===== config.mk =====
export PLATFORM = sky130hd
export DESIGN_NAME = hazard_scoreboard
export DESIGN_NICKNAME = d
export VERILOG_FILES = /design/src/rtl/cpu_hazard_pkg.sv /design/src/rtl/hazard_port_match.sv /design/src/rtl/hazard_scoreboard.sv
export SDC_FILE = /design/constraint.sdc
export NUM_CORES = 1
export LEC_CHECK = 0
export CAP_MARGIN = 25
export CORE_ASPECT_RATIO = 1.1
export CORE_MARGIN = 3
export CORE_UTILIZATION = 54
export DETAILED_ROUTE_END_ITERATION = 10
export GPL_TIMING_DRIVEN = 0
export PLACE_DENSITY = 0.88
export SYNTH_ARGS = -nofsm -noshare
export SYNTH_HDL_FRONTEND = slang
export SYNTH_HIERARCHICAL = 1
export SYNTH_SLANG_ARGS = --single-unit

===== constraint.sdc =====
create_clock -name clock -period 10.4 [get_ports clock]
set_clock_uncertainty 0.2 [all_clocks]
set_input_delay 2.08 -clock clock [delete_from_list [all_inputs] [get_ports clock]]
set_output_delay 2.08 -clock clock [all_outputs]
set_load 0.005 [all_outputs]

===== src/rtl/cpu_hazard_pkg.sv =====
// Shared encodings for the hazard/forward unit: forward-select codes and
// the long-unit scoreboard FSM states.
package cpu_hazard_pkg;

   typedef enum logic [1:0] {
      FWD_RF  = 2'b00,
      FWD_MEM = 2'b01,
      FWD_WB  = 2'b10,
      FWD_ALT = 2'b11
   } fwd_sel_e;

   typedef enum logic [1:0] {
      LU_IDLE = 2'b00,
      LU_BUSY = 2'b01,
      LU_DONE = 2'b10
   } lu_state_e;

endpackage


===== src/rtl/hazard_port_match.sv =====
// Stall/forward decision for one source operand against the younger
// pipeline stages (previous stage, MEM, WB) and an alternate producer.
module hazard_port_match
   import cpu_hazard_pkg::*;
#(
   parameter int REG_W = 5
) (
   input  logic [REG_W-1:0] src_i,
   input  logic             want_i,
   input  logic             need_i,
   input  logic [REG_W-1:0] prev_dst_i,
   input  logic             prev_regwrite_i,
   input  logic [REG_W-1:0] mem_dst_i,
   input  logic             mem_regwrite_i,
   input  logic             mem_access_i,
   input  logic [REG_W-1:0] wb_dst_i,
   input  logic             wb_regwrite_i,
   input  logic [REG_W-1:0] alt_dst_i,
   input  logic             alt_valid_i,
   output logic             stall_o,
   output logic [1:0]       fwd_sel_o
);

   function automatic logic hit(input logic [REG_W-1:0] s,
                                input logic [REG_W-1:0] d,
                                input logic             we);
      return (s == d) && (d != '0) && we;
   endfunction

   logic use_w;
   logic prev_hit, mem_hit, wb_hit, alt_hit;

   assign use_w    = want_i | need_i;
   assign prev_hit = use_w & hit(src_i, prev_dst_i, prev_regwrite_i);
   assign mem_hit  = use_w & hit(src_i, mem_dst_i, mem_regwrite_i);
   assign wb_hit   = use_w & hit(src_i, wb_dst_i, wb_regwrite_i);
   assign alt_hit  = use_w & hit(src_i, alt_dst_i, alt_valid_i);

   assign stall_o = need_i & (prev_hit | (mem_hit & mem_access_i));

   // A MEM match shadows older producers even when its data is not ready yet.
   always_comb begin
      fwd_sel_o = FWD_RF;
      if (mem_hit)
         fwd_sel_o = mem_access_i ? FWD_RF : FWD_MEM;
      else if (wb_hit)
         fwd_sel_o = FWD_WB;
      else if (alt_hit)
         fwd_sel_o = FWD_ALT;
   end

endmodule


===== src/rtl/hazard_scoreboard.sv =====
// Pipeline hazard/forward unit with a scoreboard for one long-latency unit.
// Optional stall performance counters: define HAZARD_SCOREBOARD_PERF_EN.
module hazard_scoreboard
   import cpu_hazard_pkg::*;
#(
   parameter int NUM_REGS = 32,
   parameter int REG_W    = 5,
   parameter int NUM_SRC  = 2,
   parameter int MAX_LAT  = 32,
   parameter int LAT_W    = 6
) (
   input  logic                     clock,
   input  logic                     reset,
   input  logic [NUM_SRC*REG_W-1:0] id_src,
   input  logic [NUM_SRC-1:0]       id_want,
   input  logic [NUM_SRC-1:0]       id_need,
   input  logic [NUM_SRC*REG_W-1:0] ex_src,
   input  logic [NUM_SRC-1:0]       ex_want,
   input  logic [NUM_SRC-1:0]       ex_need,
   input  logic [REG_W-1:0]         ex_dst,
   input  logic [REG_W-1:0]         mem_dst,
   input  logic [REG_W-1:0]         wb_dst,
   input  logic                     ex_regwrite,
   input  logic                     mem_regwrite,
   input  logic                     wb_regwrite,
   input  logic                     mem_access,
   input  logic [REG_W-1:0]         mem_st_src,
   input  logic                     ex_link,
   input  logic                     lu_issue,
   input  logic [REG_W-1:0]         lu_dst,
   input  logic [LAT_W-1:0]         lu_lat,
   input  logic                     imem_busy,
   input  logic                     dmem_stall,
   output logic                     if_stall,
   output logic                     id_stall,
   output logic                     ex_stall,
   output logic                     mem_stall,
   output logic                     wb_stall,
   output logic [NUM_SRC*2-1:0]     id_fwd_sel,
   output logic [NUM_SRC*2-1:0]     ex_fwd_sel,
   output logic                     mem_wdata_fwd,
   output logic                     lu_wb_valid,
   output logic [REG_W-1:0]         lu_wb_dst,
   output logic [NUM_REGS-1:0]      busy_mask
`ifdef HAZARD_SCOREBOARD_PERF_EN
   ,
   output logic [31:0]              perf_id_stall_cnt,
   output logic [31:0]              perf_ex_stall_cnt,
   output logic [31:0]              perf_lu_stall_cnt
`endif
);

   function automatic logic [LAT_W-1:0] sat_lat(input logic [LAT_W-1:0] l);
      if (l == '0)
         return LAT_W'(1);
      else if (l > LAT_W'(MAX_LAT))
         return LAT_W'(MAX_LAT);
      else
         return l;
   endfunction

   function automatic logic [NUM_REGS-1:0] dst_mask(input logic [REG_W-1:0] d);
      logic [NUM_REGS-1:0] m;
      m = '0;
      if (d != '0)
         m[d] = 1'b1;
      return m;
   endfunction

   lu_state_e           state_q, state_d;
   logic [LAT_W-1:0]    cnt_q, cnt_d;
   logic [REG_W-1:0]    pend_q, pend_d;
   logic [NUM_REGS-1:0] busy_mask_q, busy_mask_d;

   logic [NUM_SRC-1:0]   id_port_stall, ex_port_stall, need_busy;
   logic [NUM_SRC*2-1:0] ex_port_fwd;
   logic                 id_term, ex_term, sb_term;
   logic                 lu_busy, lu_done, issue_ok;
   logic [LAT_W-1:0]     lat_eff;

   assign lu_busy = (state_q == LU_BUSY);
   assign lu_done = (state_q == LU_DONE);

   for (genvar k = 0; k < NUM_SRC; k++) begin : g_port
      hazard_port_match #(.REG_W(REG_W)) u_id_match (
         .src_i          (id_src[k*REG_W +: REG_W]),
         .want_i         (id_want[k]),
         .need_i         (id_need[k]),
         .prev_dst_i     (ex_dst),
         .prev_regwrite_i(ex_regwrite),
         .mem_dst_i      (mem_dst),
         .mem_regwrite_i (mem_regwrite),
         .mem_access_i   (mem_access),
         .wb_dst_i       (wb_dst),
         .wb_regwrite_i  (wb_regwrite),
         .alt_dst_i      (pend_q),
         .alt_valid_i    (lu_done),
         .stall_o        (id_port_stall[k]),
         .fwd_sel_o      (id_fwd_sel[2*k +: 2])
      );

      // EX has no younger in-pipe producer and no long-unit bypass.
      hazard_port_match #(.REG_W(REG_W)) u_ex_match (
         .src_i          (ex_src[k*REG_W +: REG_W]),
         .want_i         (ex_want[k]),
         .need_i         (ex_need[k]),
         .prev_dst_i     ({REG_W{1'b0}}),
         .prev_regwrite_i(1'b0),
         .mem_dst_i      (mem_dst),
         .mem_regwrite_i (mem_regwrite),
         .mem_access_i   (mem_access),
         .wb_dst_i       (wb_dst),
         .wb_regwrite_i  (wb_regwrite),
         .alt_dst_i      ({REG_W{1'b0}}),
         .alt_valid_i    (1'b0),
         .stall_o        (ex_port_stall[k]),
         .fwd_sel_o      (ex_port_fwd[2*k +: 2])
      );

      assign need_busy[k] = id_need[k] & busy_mask_q[id_src[k*REG_W +: REG_W]];
   end

   assign ex_fwd_sel    = ex_link ? '1 : ex_port_fwd;
   assign mem_wdata_fwd = (mem_st_src == wb_dst) & (wb_dst != '0) & wb_regwrite;

   // lu_dst doubles as the ID destination field for the WAW check.
   assign id_term = |id_port_stall;
   assign ex_term = |ex_port_stall;
   assign sb_term = (|need_busy)
                  | (lu_issue & lu_busy)
                  | (lu_busy & (pend_q != '0) & (lu_dst == pend_q));

   assign if_stall  = imem_busy;
   assign mem_stall = if_stall | dmem_stall;
   assign wb_stall  = mem_stall;
   assign ex_stall  = ex_term | mem_stall;
   assign id_stall  = id_term | sb_term | ex_stall;

   assign issue_ok = lu_issue & ~id_stall;
   assign lat_eff  = sat_lat(lu_lat);

   always_comb begin
      state_d     = state_q;
      cnt_d       = cnt_q;
      pend_d      = pend_q;
      busy_mask_d = busy_mask_q;
      unique case (state_q)
         LU_IDLE: begin
            if (issue_ok) begin
               pend_d      = lu_dst;
               cnt_d       = lat_eff;
               busy_mask_d = dst_mask(lu_dst);
               state_d     = (lat_eff == LAT_W'(1)) ? LU_DONE : LU_BUSY;
            end
         end
         LU_BUSY: begin
            if (!wb_stall) begin
               cnt_d = cnt_q - LAT_W'(1);
               if (cnt_q == LAT_W'(2))
                  state_d = LU_DONE;
            end
         end
         LU_DONE: begin
            if (!wb_stall) begin
               if (issue_ok) begin
                  pend_d      = lu_dst;
                  cnt_d       = lat_eff;
                  busy_mask_d = dst_mask(lu_dst);
                  state_d     = (lat_eff == LAT_W'(1)) ? LU_DONE : LU_BUSY;
               end else begin
                  cnt_d       = '0;
                  busy_mask_d = '0;
                  state_d     = LU_IDLE;
               end
            end
         end
         default: state_d = LU_IDLE;
      endcase
   end

   always_ff @(posedge clock) begin
      if (reset) begin
         state_q     <= LU_IDLE;
         cnt_q       <= '0;
         pend_q      <= '0;
         busy_mask_q <= '0;
      end else begin
         state_q     <= state_d;
         cnt_q       <= cnt_d;
         pend_q      <= pend_d;
         busy_mask_q <= busy_mask_d;
      end
   end

   assign lu_wb_valid = lu_done;
   assign lu_wb_dst   = pend_q;
   assign busy_mask   = busy_mask_q;

`ifdef HAZARD_SCOREBOARD_PERF_EN
   logic [31:0] perf_id_q, perf_ex_q, perf_lu_q;

   always_ff @(posedge clock) begin
      if (reset) begin
         perf_id_q <= '0;
         perf_ex_q <= '0;
         perf_lu_q <= '0;
      end else begin
         if (id_term && (perf_id_q != '1)) perf_id_q <= perf_id_q + 32'd1;
         if (ex_term && (perf_ex_q != '1)) perf_ex_q <= perf_ex_q + 32'd1;
         if (sb_term && (perf_lu_q != '1)) perf_lu_q <= perf_lu_q + 32'd1;
      end
   end

   assign perf_id_stall_cnt = perf_id_q;
   assign perf_ex_stall_cnt = perf_ex_q;
   assign perf_lu_stall_cnt = perf_lu_q;
`endif

endmodule


==> results.yml <==
status:
  status: "finished clean"
clock_network:
  htreeDepth: 2
  cts.sink_count: 45
  cts-hold-fix-buffers: 0
  cts_buffers: 5
  cts_resized: 0
  cts_tree: "yes"
  postCtsSetupBuffers: 0
  clk_pin_slew_ns: 0.08
  clock_latency_ns: 0.31
  cts-root-buf: "clkbuf_8"
  clk_path_buf_depth: 2
global_route:
  grt_max_degree: 17
  grt_pass1_wl_mm: 22.2
  track_usage_pct: 29.1
  grt_pass1_vias: 4646
  overflow: 0
  antenna_found_initial: 0
place:
  place_worst_setup_slack_ns: 2.81
  gp_congestion: 0.905
  portBuffers: 102
  hpwl_mm: 10.7
  place_inst: 732
power_and_ir_drop:
  sw_frac_of_total_pct: 34.3
  p_int_uw: 302
  leakagePower_nw: 2.26
  p_sw_uw: 158
  p_clk_share_pct: 24.7
  power_uw: 460
  irDropWorstVdd_mv: 0.109
  seqPwrFrac_pct: 39.3
  power_density_nw_per_um2: 78.4
  comb_power_share_pct: 36.0
die:
  io_pins: 121
  row_count: 34
  die_h_um: 102
  design.core.area_um2: 8000
  fp.dieW_um: 93.0
  start_util_pct: 56.3
  die_area_um2: 9460
routing:
  vias_per_cell: 6.07
  num_vias: 4495
  firstDrtPassIters: 5
  drt_iter0_drc: 227
  routed_wl_mm: 13.8
  post_drt_wl_per_cell_um: 18.7
  drc: 0
  postRouteAntennaNets: 0
finish:
  final_cell_mix: "clkdlybuf4s50_1 (102), xor2_1 (64), dfxtp_1 (45), conb_1 (30), nand2_1 (27)"
  antenna_cells: 0
  fillers: 616
  final_common_cell: "clkdlybuf4s50_1"
  areaGrowthSynthToFinish_pct: 30.4
  seqCellArea_um2: 901
  drive_above_1_share_pct: 17.4
  multi_input_area_um2: 3360
  layoutNonFillerInstCount: 740
  nets: 706
  fin_util_pct: 73.4
setup_path:
  cp_max_fo: 7
  crit_arrival_ns: 5.32
  start_kind: "input port"
  max_stage_delay_ns: 0.67
  crit_slowest_cell: "clkdlybuf4s50_1"
  path_cells: "clkdlybuf4s50_1 -> xor2_1 -> nor3b_2 -> nand4_1 -> a21boi_1 -> or4_4 -> a2111oi_2 -> o31ai_1 -> a41oi_4 -> nand2_1 -> clkdlybuf4s50_1"
  end_kind: "output pin"
  cp_num_buf_inv: 2
  required_ns: 8.12
  r2r-end: "busy_mask[12]$_SDFFE_PP0P_"
  reg2reg_setup_slack_ns: 7.56
  r2r-start: "state_q[1]$_SDFFE_PP0P_"
  cp_common_cell: "clkdlybuf4s50_1"
  rr_worst_depth: 8
  crit_type: "in -> out"
  critical_path.top_delay_family: "buffers and inverters"
run:
  drv_cap: 0
synth:
  avgSynthCellArea_um2: 9.16
  synthesis.area_um2: 4500
  ys_seq_area_share_pct: 20.0
  synth.ff_latch_count: 45
  synth_ff_type: "dfxtp_1"
  ys_warn_count: 6
  syn_inst: 491
  synthArstFlopShare_pct: 0
  synth_cell_types: 72
  synth_edf_count: 0
sta:
  setup_slack_ns: 2.80
  rsz0062_at_grt: "no"
  drv_slew: 0
  finalHoldViolCount: 0
  fin_tns_setup_ns: 0
  finalCriticalPeriod_ns: 7.60
  setup_violations: 0
  fmax_mhz: 132
  period_share_pct: 73.0
  maxSlewHeadroom_pct: 49.7
  tightest_slew_ns: 0.753
worst_hold_path:
  hold_depth: 1
  hold_start: "busy_mask[3]$_SDFFE_PP0P_"
  hp-class: "reg -> reg"
  min_to: "busy_mask[3]$_SDFFE_PP0P_"
==> worst max path at each step <==
stage / from / end / slack (ns) / depth (start not counted)
after detailed placement: mem_dst[1] / id_stall / 2.81 / 11
after global placement: mem_dst[1] / id_stall / 2.86 / 11
after global routing: mem_dst[1] / id_stall / 2.68 / 11
after CTS: mem_dst[1] / id_stall / 2.81 / 11
final: mem_dst[1] / id_stall / 2.80 / 11
after floorplan: ex_src[7] / id_stall / 4.00 / 10
==> cells by family (layout without fill, tap and decap cells) <==
group                    Yosys count  count (layout)  share of synthesized area [%]
XOR/XNOR                          75              75                           14.6
AND/OR/NAND/NOR                  176             176                           25.8
buffers and inverters             52             164                           7.68
AO/OA/AOI/OAI                    105             105                           19.7
other                              1              30                         0.0833
multiplexers                      31              31                           10.5
flip-flops                        45              45                           20.0
adder cells (fa/ha/maj)            6               6                           1.67
==> metal layers <==
layer	wire length (um)	global-route usage [%]	up-vias
li1	-	-	2089
met1	5350	34.7	2139
met2	6960	52.0	235
met3	1210	4.53	32
met4	317	12.4	0
met5	0	0	-
==> through the flow <==
step	instance area [um^2]	hold WS, ns
after floorplan	4610	0.291
after global placement	5760	0.294
after detailed placement	5770	0.307
after CTS	5870	0.328
after global routing	5870	0.352
final	5870	0.333
==> synthesized netlist by cell type (3+ instances only) <==
master / number / area [um^2]
buf_6: 11 / 124
a32o_1: 17 / 170
nor2b_1: 5 / 31.3
nor4_4: 4 / 85.1
and2_1: 4 / 25.0
nor3_2: 4 / 40.0
and3_1: 4 / 25.0
o21ai_2: 4 / 35.0
o31ai_2: 4 / 50.1
or2_2: 9 / 56.3
or2_1: 4 / 25.0
ha_1: 6 / 75.1
or2_0: 8 / 50.1
mux2_2: 9 / 101
mux2i_1: 10 / 100
nor4_2: 4 / 50.1
nand4_1: 18 / 113
nand4b_1: 4 / 35.0
clkbuf_1: 7 / 26.3
o21ai_0: 14 / 70.1
and3b_1: 3 / 26.3
nor3_1: 21 / 105
buf_2: 3 / 15.0
dfxtp_1: 45 / 901
mux4_2: 12 / 270
nand2_1: 27 / 101
and4_1: 4 / 35.0
a21boi_1: 4 / 30.0
a21oi_1: 11 / 55.1
xor2_1: 64 / 561
nor3b_1: 6 / 45.0
a31oi_1: 4 / 25.0
buf_4: 17 / 128
inv_1: 13 / 48.8
nor2_1: 22 / 82.6
nor4_1: 7 / 43.8
and3_4: 4 / 45.0
xnor2_1: 11 / 96.3
nor3b_2: 5 / 62.6
o21ai_1: 4 / 20.0
a22o_1: 16 / 140
==> sequential cells by signal, summed over array words and instances (netlist names) <==
register / cells
busy_mask: 32
cnt_q: 6
lu_wb_dst: 5
state_q: 2
==> final cells by class <==
type / instances / share of cell area (%)
Clock inverter: 3 / 0.426
Tap cell: 108 / 2.30
Sequential cell: 45 / 15.4
Multi-Input combinational cell: 423 / 57.3
Inverter: 13 / 0.832
Timing Repair Buffer: 104 / 17.6
Clock buffer: 5 / 1.17
Buffer: 39 / 5.05
==> power groups by stage <==
| stage | Combinational [mW] | Sequential, mW | Clock [mW] |
|---|---|---|---|
| 2_1_floorplan | 0.106 | 0.184 | 0 |
| 3_3_place_gp | 0.157 | 0.184 | 0 |
| 3_5_place_dp | 0.163 | 0.185 | 0 |
| 4_1_cts | 0.164 | 0.181 | 0.114 |
| 5_1_grt | 0.179 | 0.181 | 0.121 |
| 6_report | 0.166 | 0.181 | 0.113 |
Note: power is estimated with default switching activity, not from simulation.
